## src/rtl/env_length_unit.sv

```systemverilog
// Envelope generator and length counter for one sound channel.
// Optional macro ENV_LENGTH_GATE_EN forces volume to 0 while the length counter is 0.
module env_length_unit #(
  parameter int VOL_W = 4,
  parameter int LEN_W = 8
) (
  input  logic             clk,
  input  logic             rst,
  input  logic             enable,
  input  logic             quarter_tick,
  input  logic             half_tick,
  input  logic             len_load,
  input  logic [4:0]       len_index,
  input  logic             halt,
  input  logic             const_vol,
  input  logic [VOL_W-1:0] period,
  output logic [VOL_W-1:0] volume,
  output logic [LEN_W-1:0] len_count,
  output logic             len_active
);

  localparam logic [VOL_W-1:0] DMAX = {VOL_W{1'b1}};

  logic [LEN_W-1:0] len_q, len_d;
  logic             start_q, start_d;
  logic [VOL_W-1:0] div_q, div_d;
  logic [VOL_W-1:0] decay_q, decay_d;
  logic [VOL_W-1:0] raw_vol_s;

  function automatic logic [7:0] len_table(input logic [4:0] idx);
    logic [7:0] v;
    case (idx)
      5'd0:  v = 8'd10;   5'd1:  v = 8'd254;  5'd2:  v = 8'd20;   5'd3:  v = 8'd2;
      5'd4:  v = 8'd40;   5'd5:  v = 8'd4;    5'd6:  v = 8'd80;   5'd7:  v = 8'd6;
      5'd8:  v = 8'd160;  5'd9:  v = 8'd8;    5'd10: v = 8'd60;   5'd11: v = 8'd10;
      5'd12: v = 8'd14;   5'd13: v = 8'd12;   5'd14: v = 8'd26;   5'd15: v = 8'd14;
      5'd16: v = 8'd12;   5'd17: v = 8'd16;   5'd18: v = 8'd24;   5'd19: v = 8'd18;
      5'd20: v = 8'd48;   5'd21: v = 8'd20;   5'd22: v = 8'd96;   5'd23: v = 8'd22;
      5'd24: v = 8'd192;  5'd25: v = 8'd24;   5'd26: v = 8'd72;   5'd27: v = 8'd26;
      5'd28: v = 8'd16;   5'd29: v = 8'd28;   5'd30: v = 8'd32;   5'd31: v = 8'd30;
      default: v = 8'd0;
    endcase
    return v;
  endfunction

  // Length counter: disable beats load, load beats the half-tick decrement.
  always_comb begin
    len_d = len_q;
    if (!enable) begin
      len_d = '0;
    end else if (len_load) begin
      len_d = LEN_W'(len_table(len_index));
    end else if (half_tick && !halt && (len_q != '0)) begin
      len_d = len_q - LEN_W'(1);
    end else begin
      len_d = len_q;
    end
  end

  // Envelope: a load coinciding with a quarter tick restarts immediately.
  always_comb begin
    start_d = start_q;
    div_d   = div_q;
    decay_d = decay_q;
    if (quarter_tick && (start_q || len_load)) begin
      start_d = 1'b0;
      decay_d = DMAX;
      div_d   = period;
    end else if (len_load) begin
      start_d = 1'b1;
    end else if (quarter_tick) begin
      if (div_q != '0) begin
        div_d = div_q - VOL_W'(1);
      end else begin
        div_d = period;
        if (decay_q != '0) begin
          decay_d = decay_q - VOL_W'(1);
        end else if (halt) begin
          decay_d = DMAX;
        end else begin
          decay_d = decay_q;
        end
      end
    end else begin
      start_d = start_q;
    end
  end

  // State registers with synchronous reset overriding everything.
  always_ff @(posedge clk) begin
    if (rst) begin
      len_q   <= '0;
      start_q <= 1'b0;
      div_q   <= '0;
      decay_q <= '0;
    end else begin
      len_q   <= len_d;
      start_q <= start_d;
      div_q   <= div_d;
      decay_q <= decay_d;
    end
  end

  assign raw_vol_s  = const_vol ? period : decay_q;
  assign len_count  = len_q;
  assign len_active = (len_q != '0);

`ifdef ENV_LENGTH_GATE_EN
  assign volume = (len_q == '0) ? '0 : raw_vol_s;
`else
  assign volume = raw_vol_s;
`endif

endmodule
```

## config.mk

```make
export PLATFORM = sky130hd
export DESIGN_NAME = env_length_unit
export DESIGN_NICKNAME = d
export VERILOG_FILES = /design/src/rtl/env_length_unit.sv
export SDC_FILE = /design/constraint.sdc
export NUM_CORES = 1
export LEC_CHECK = 0
export CORE_MARGIN = 2
export CORE_UTILIZATION = 65
export CTS_BUF_LIST = sky130_fd_sc_hd__clkbuf_16
export DETAILED_ROUTE_END_ITERATION = 16
export DONT_BUFFER_PORTS = 1
export HOLD_SLACK_MARGIN = 0.05
export PLACE_DENSITY = 0.86
export SLEW_MARGIN = 15
export SYNTH_ARGS = -nofsm -noshare
export SYNTH_HDL_FRONTEND = slang
export SYNTH_SLANG_ARGS = --single-unit
export TNS_END_PERCENT = 1
```

## constraint.sdc

```tcl
create_clock -name clk -period 5.46 [get_ports clk]
set_input_delay 1.092 -clock clk [delete_from_list [all_inputs] [get_ports clk]]
set_output_delay 1.092 -clock clk [all_outputs]
set_load 0.02 [all_outputs]
```

==> results of run 1 <==
path summary, 6_finish.rpt:
check                       to  cells after the start
hold / removal      decay_q[0]                      1
setup / recovery    len_active                      4
setup reg to reg  len_count[4]                      7
hold reg to reg     decay_q[0]                      1
power by group:
part	switching (mW)	total [mW]	internal [mW]
clock network	0.0545	0.153	0.0982
logic	0.0591	0.106	0.0468
registers	0.0174	0.152	0.135
critical path, delay by kind of cell, from the launching register on:
kind	cells	cell delay, ns
flops	1	0.41
simple gates	2	0.68
fa+ha+maj	1	0.16
buf+inv	1	0.13
cell usage in the layout (no fill, tap or decap), types with 2 or more instances in the layout:
master and count:
a31o_1 2, o21a_1 3, a21oi_1 14, a211oi_1 6, inv_1 11, nand3_1 2, mux2_2 3, nor2_1 17
o21ai_2 2, nor2b_1 3, dfxtp_1 17, nand2b_1 6, xnor2_1 4, nor3_1 9, o211ai_1 2, clkbuf_16 3
nand2_1 12, o21ai_0 12, mux2i_1 2, ha_1 10, a311oi_1 3
sequential cells by signal (all words and copies together), names as in the netlist:
register and count:
start_q 1, div_q 4, len_count 8, decay_q 4
layer usage:
metal  GRT usage  up-vias  part of all wire
met5           0        -                 0
met4     0.08796        0            0.0039
met3     0.06061        4             0.063
met2      0.5329       53              0.55
met1      0.3220      628              0.38
li1            -      626                 -
logic make-up (layout without fill, tap and decap cells):
family / after synthesis / after routing / synth area share
mux: 7 / 7 / 0.06335
simple gates: 57 / 57 / 0.2154
flops: 17 / 17 / 0.2462
compound gates: 59 / 59 / 0.3059
xor+xnor: 4 / 4 / 0.02534
buf+inv: 19 / 16 / 0.05339
fa+ha+maj: 10 / 10 / 0.09050
layout make-up:
class | instances | area (µm²)
multi-input combinational | 137 | 968.4
fill | 151 | 514.2
sequential | 17 | 340.3
clock buffer | 3 | 75.07
inverter | 12 | 45.04
tap | 27 | 33.78
clock inverter | 1 | 5.005
stage by stage:
step                      std cells  cell area, µm²  hold slack, ns  utilization
after floorplan                 173            1383          0.4684            -
after global placement          193            1388          0.4971       0.7001
after detailed placement        193            1388          0.5017       0.7001
after CTS                       197            1468          0.5136       0.7405
after global routing            197            1468          0.5500       0.7405
final                           197            1468          0.5124       0.7405
==> impl_metrics.py, run 1 <==
metrics = {
    "status": {
        "status": "completed",
    },
    "synth": {
        "async_reset_ff_frac": 0,
        "netlist_instances": 173,
        "synth_nets": 200,
        "synth_area_leaders": "dfxtp_1, ha_1, a21oi_1, nor2_1, o21ai_0",
        "synthTopCellsByCount": "dfxtp_1, nor2_1, a21oi_1",
        "seq_area_frac_synth": 0.2462,
        "syn_avg_cell_area_um2": 7.992,
        "yosys_warnings": 0,
        "syn-cell-area_mm2": 0.001383,
        "yosys.area.top_type_share": 0.2462,
        "synthDistinctLibCells": 48,
        "synth_top_area_cell": "dfxtp_1",
        "ys_ff_latch": 17,
        "synth_edf_count": 0,
        "ys.flop_type": "dfxtp_1",
    },
    "placed_design": {
        "dp_hpwl_um": 2430,
        "io_buffer_count": 0,
        "dp_slack_ns": 2.780,
        "routabilityCongestion": 0.8570,
    },
    "setup_path": {
        "critPathMaxStageDelay_ns": 0.42,
        "crit_fanout": 4,
        "arrival_ns": 1.63,
        "crit_chain": "inv_1 -> ha_1 -> nor3b_1 -> nand2_1",
        "cp-startpoint": "len_count[0]",
        "startpoint_type": "flop",
        "r2r_slack_ns": 3.45,
        "r2r_start": "len_count[0]",
        "path_class": "reg -> out",
        "slowest_stage": "nor3b_1",
        "required_ns": 4.37,
        "crit_path_end_kind": "output port",
    },
    "cts": {
        "clk_path_buf_depth": 2,
        "hold_buffers": 0,
        "cts_made_buffers": 3,
        "clk_pin_slew_ns": 0.06,
        "worstSkewPairLatency_ns": 0.25,
        "ctsResizeCount": 0,
        "cts_tree": "done",
        "cts_max_level": 1,
        "cts.sinks": 17,
        "post-cts-setup-buffer-count": 0,
        "cts_root_buf": "clkbuf_16",
    },
    "detailed_routing": {
        "wl_per_cell_um": 16.82,
        "viasPerCell": 6.655,
        "vias": 1311,
        "drc_errors": 0,
        "drtPass1Iterations": 4,
        "drtAntennaViolNets": 0,
        "routed_wl_um": 3313,
        "drt_iter0_drc": 41,
    },
    "global_route": {
        "grt_max_degree": 15,
        "grt-ovfl-total": 0,
        "antenna_found_initial": 0,
        "grtUsageTotal": 0.2876,
        "grt_pass1_wl_um": 5547,
        "grt_pass1_vias": 1267,
    },
    "flow_run": {
        "maxCapViolations": 0,
    },
    "sta": {
        "rsz0062_at_grt": "false",
        "final.setup.worst_slack_ns": 2.739,
        "tightest_slew_ns": 0.6374,
        "skew_ns": 0.002043,
        "period_needed_ns": 2.721,
        "setup_violations": 0,
        "finalHoldViolCount": 0,
        "final.period_utilization": 0.4984,
        "maxSlewViolCount": 0,
        "max_clock_freq_ghz": 0.3675,
        "fin_setup_tns_ns": 0,
        "maxSlewHeadroom": 0.5706,
    },
    "power_and_ir_drop": {
        "ir_drop_uv": 236.4,
        "power_density_mw_per_mm2": 280.0,
        "p_leak_nw": 0.5730,
        "power_mw": 0.4109,
    },
    "die": {
        "rows": 16,
        "die_x_um": 50.12,
        "core_area_mm2": 0.001982,
        "start_util": 0.6976,
        "die_h_um": 50.12,
        "ios": 30,
        "dieArea_mm2": 0.002512,
    },
    "final_layout": {
        "layout-drive-gt1-share": 0.1000,
        "fin_nets": 198,
        "syn2layout_area_growth_pct": 6.154,
        "antennaDiodeCount": 0,
    },
    "worst_hold_path": {
        "min_from": "decay_q[0]",
        "hp-class": "reg -> reg",
    },
}
Power figures use the tool's default switching activity.
==> run 2, diff against run 1 <==
--- a/config.mk
+++ b/config.mk
@@ -6,12 +6,12 @@
 export NUM_CORES = 1
 export LEC_CHECK = 0
 export CORE_MARGIN = 2
-export CORE_UTILIZATION = 65
+export CORE_UTILIZATION = 56
 export CTS_BUF_LIST = sky130_fd_sc_hd__clkbuf_16
 export DETAILED_ROUTE_END_ITERATION = 16
 export DONT_BUFFER_PORTS = 1
 export HOLD_SLACK_MARGIN = 0.05
-export PLACE_DENSITY = 0.86
+export PLACE_DENSITY = 0.79
 export SLEW_MARGIN = 15
 export SYNTH_ARGS = -nofsm -noshare
 export SYNTH_HDL_FRONTEND = slang
==> constraint.sdc (replaced) <==
create_clock -name clk -period 2.4 [get_ports clk]
set_input_delay 0.48 -clock clk [delete_from_list [all_inputs] [get_ports clk]]
set_output_delay 0.48 -clock clk [all_outputs]
set_load 0.02 [all_outputs]
==> run 2 against run 1 <==
Compared with the run above: count of clock-buffer cells in the layout unchanged; hold slack worse by 0.22 ns; global-route usage down 6.9 points; routed wire length down 9.1%; register-to-register slack worse by 3.0 ns; first-iteration DRC count down 54%; critical path depth unchanged; setup slack worse by 2.4 ns; largest cell class unchanged.
==> impl_metrics.py, run 2 (synthesized netlist as in run 1, its figures left out) <==
metrics = {
    "status": {
        "status": "completed",
    },
    "global_route": {
        "grtUsageTotal": 0.2190,
        "grt-ovfl-total": 0,
        "antenna_found_initial": 0,
        "grt_pass1_vias": 1092,
        "grt_max_degree": 15,
        "grt_pass1_wl_um": 4657,
    },
    "setup_path": {
        "crit_chain": "inv_1 -> ha_1 -> nor3b_1 -> nand2_1",
        "path_class": "reg -> out",
        "crit_path_end_kind": "output port",
        "required_ns": 1.92,
        "path_delay_family": "simple AND/OR/NAND/NOR gates",
        "startpoint_type": "flop",
        "arrival_ns": 1.59,
        "crit_fanout": 4,
        "crit_buf_inv": 1,
        "slowest_stage": "dfxtp_1",
        "critPathMaxStageDelay_ns": 0.40,
    },
    "cts": {
        "worstSkewPairLatency_ns": 0.25,
        "cts_root_buf": "clkbuf_16",
        "cts_max_level": 1,
        "cts.sinks": 17,
        "hold_buffers": 0,
        "ctsResizeCount": 0,
        "clk_pin_slew_ns": 0.05,
        "clk_path_buf_depth": 2,
        "cts_made_buffers": 3,
        "post-cts-setup-buffer-count": 0,
        "cts_tree": "done",
    },
    "sta": {
        "maxSlewViolCount": 0,
        "max_clock_freq_ghz": 0.4842,
        "finalHoldViolCount": 0,
        "final.setup.worst_slack_ns": 0.3349,
        "final.period_utilization": 0.8604,
        "fin_setup_tns_ns": 0,
        "maxSlewHeadroom": 0.5599,
        "setup_violations": 0,
        "rsz0062_at_grt": "false",
        "hold-worst-slack_ns": 0.2949,
        "period_needed_ns": 2.065,
        "tightest_slew_ns": 0.6533,
        "skew_ns": 0.001718,
    },
    "die": {
        "core_area_mm2": 0.002410,
        "die_x_um": 53.69,
        "start_util": 0.5737,
        "die_h_um": 53.69,
        "ios": 30,
        "dieArea_mm2": 0.002882,
        "rows": 18,
    },
    "detailed_routing": {
        "viasPerCell": 6.215,
        "vias": 1243,
        "routed_wl_um": 3011,
        "drtAntennaViolNets": 0,
        "drc_errors": 0,
        "drt_iter0_drc": 19,
        "wl_per_cell_um": 15.06,
        "drtPass1Iterations": 4,
    },
    "power_and_ir_drop": {
        "combPwrFrac": 0.255,
        "p_leak_nw": 0.5730,
        "power_density_mw_per_mm2": 626.9,
        "power_frac_clock": 0.370,
        "p_int_mw": 0.6362,
        "p_switching_mw": 0.2863,
        "p_seq_frac": 0.375,
        "p_sw_frac": 0.3103,
        "ir_drop_uv": 426.6,
    },
    "placed_design": {
        "io_buffer_count": 0,
        "routabilityCongestion": 0.8901,
        "dp_hpwl_um": 2288,
        "dp_slack_ns": 0.4833,
    },
    "final_layout": {
        "fin_nets": 198,
        "syn2layout_area_growth_pct": 6.425,
        "largest_register_ffs": 8,
        "antennaDiodeCount": 0,
        "layout-drive-gt1-share": 0.1000,
        "fillCellCount": 213,
        "final_cell_mix": "nor2_1, dfxtp_1, a21oi_1, nand2_1, o21ai_0",
        "fin_util": 0.6106,
    },
    "worst_hold_path": {
        "hp-class": "in -> reg",
    },
    "flow_run": {
        "maxCapViolations": 0,
    },
}
-- run 2: power by group through the flow --
stage               Sequential [mW]  Clock, mW  Combinational (mW)
floorplan                     0.343          0               0.215
global placement              0.349          0               0.225
detailed placement            0.351          0               0.234
CTS                           0.346      0.349               0.235
global route                  0.350      0.361               0.262
finish                        0.346      0.341               0.235
-- run 2: layer usage --
metal	wire (µm)	GRT usage	up-vias
met5	0	0	-
met4	19	0.04274	0
met3	249	0.07778	2
met2	1379	0.3537	48
met1	1363	0.2804	568
li1	-	-	625
-- run 2: worst paths after layout --
kind | from | end | slack (ns) | depth (start not counted)
max | len_count[0] | len_active | 0.33 | 4
min | rst | decay_q[1] | 0.29 | 1
max reg2reg | len_count[0] | len_count[5] | 0.48 | 7
min reg2reg | decay_q[1] | decay_q[1] | 0.51 | 2
-- run 2: per-stage QoR --
step           std cells  area, µm²  power (mW)
2_1_floorplan        173       1383      0.5581
3_3_place_gp         196       1391      0.5739
3_5_place_dp         196       1391      0.5852
4_1_cts              200       1471      0.9299
5_1_grt              200       1471      0.9726
6_report             200       1471      0.9225
-- run 2: final cells by class --
cell class,count,area [µm²],area share
Clock buffer,3,75.07,0.05102
Clock inverter,1,5.005,0.003401
Inverter,12,45.04,0.03061
Multi-Input combinational cell,137,968.4,0.6582
Sequential cell,17,340.3,0.2313
Tap cell,30,37.54,0.02551
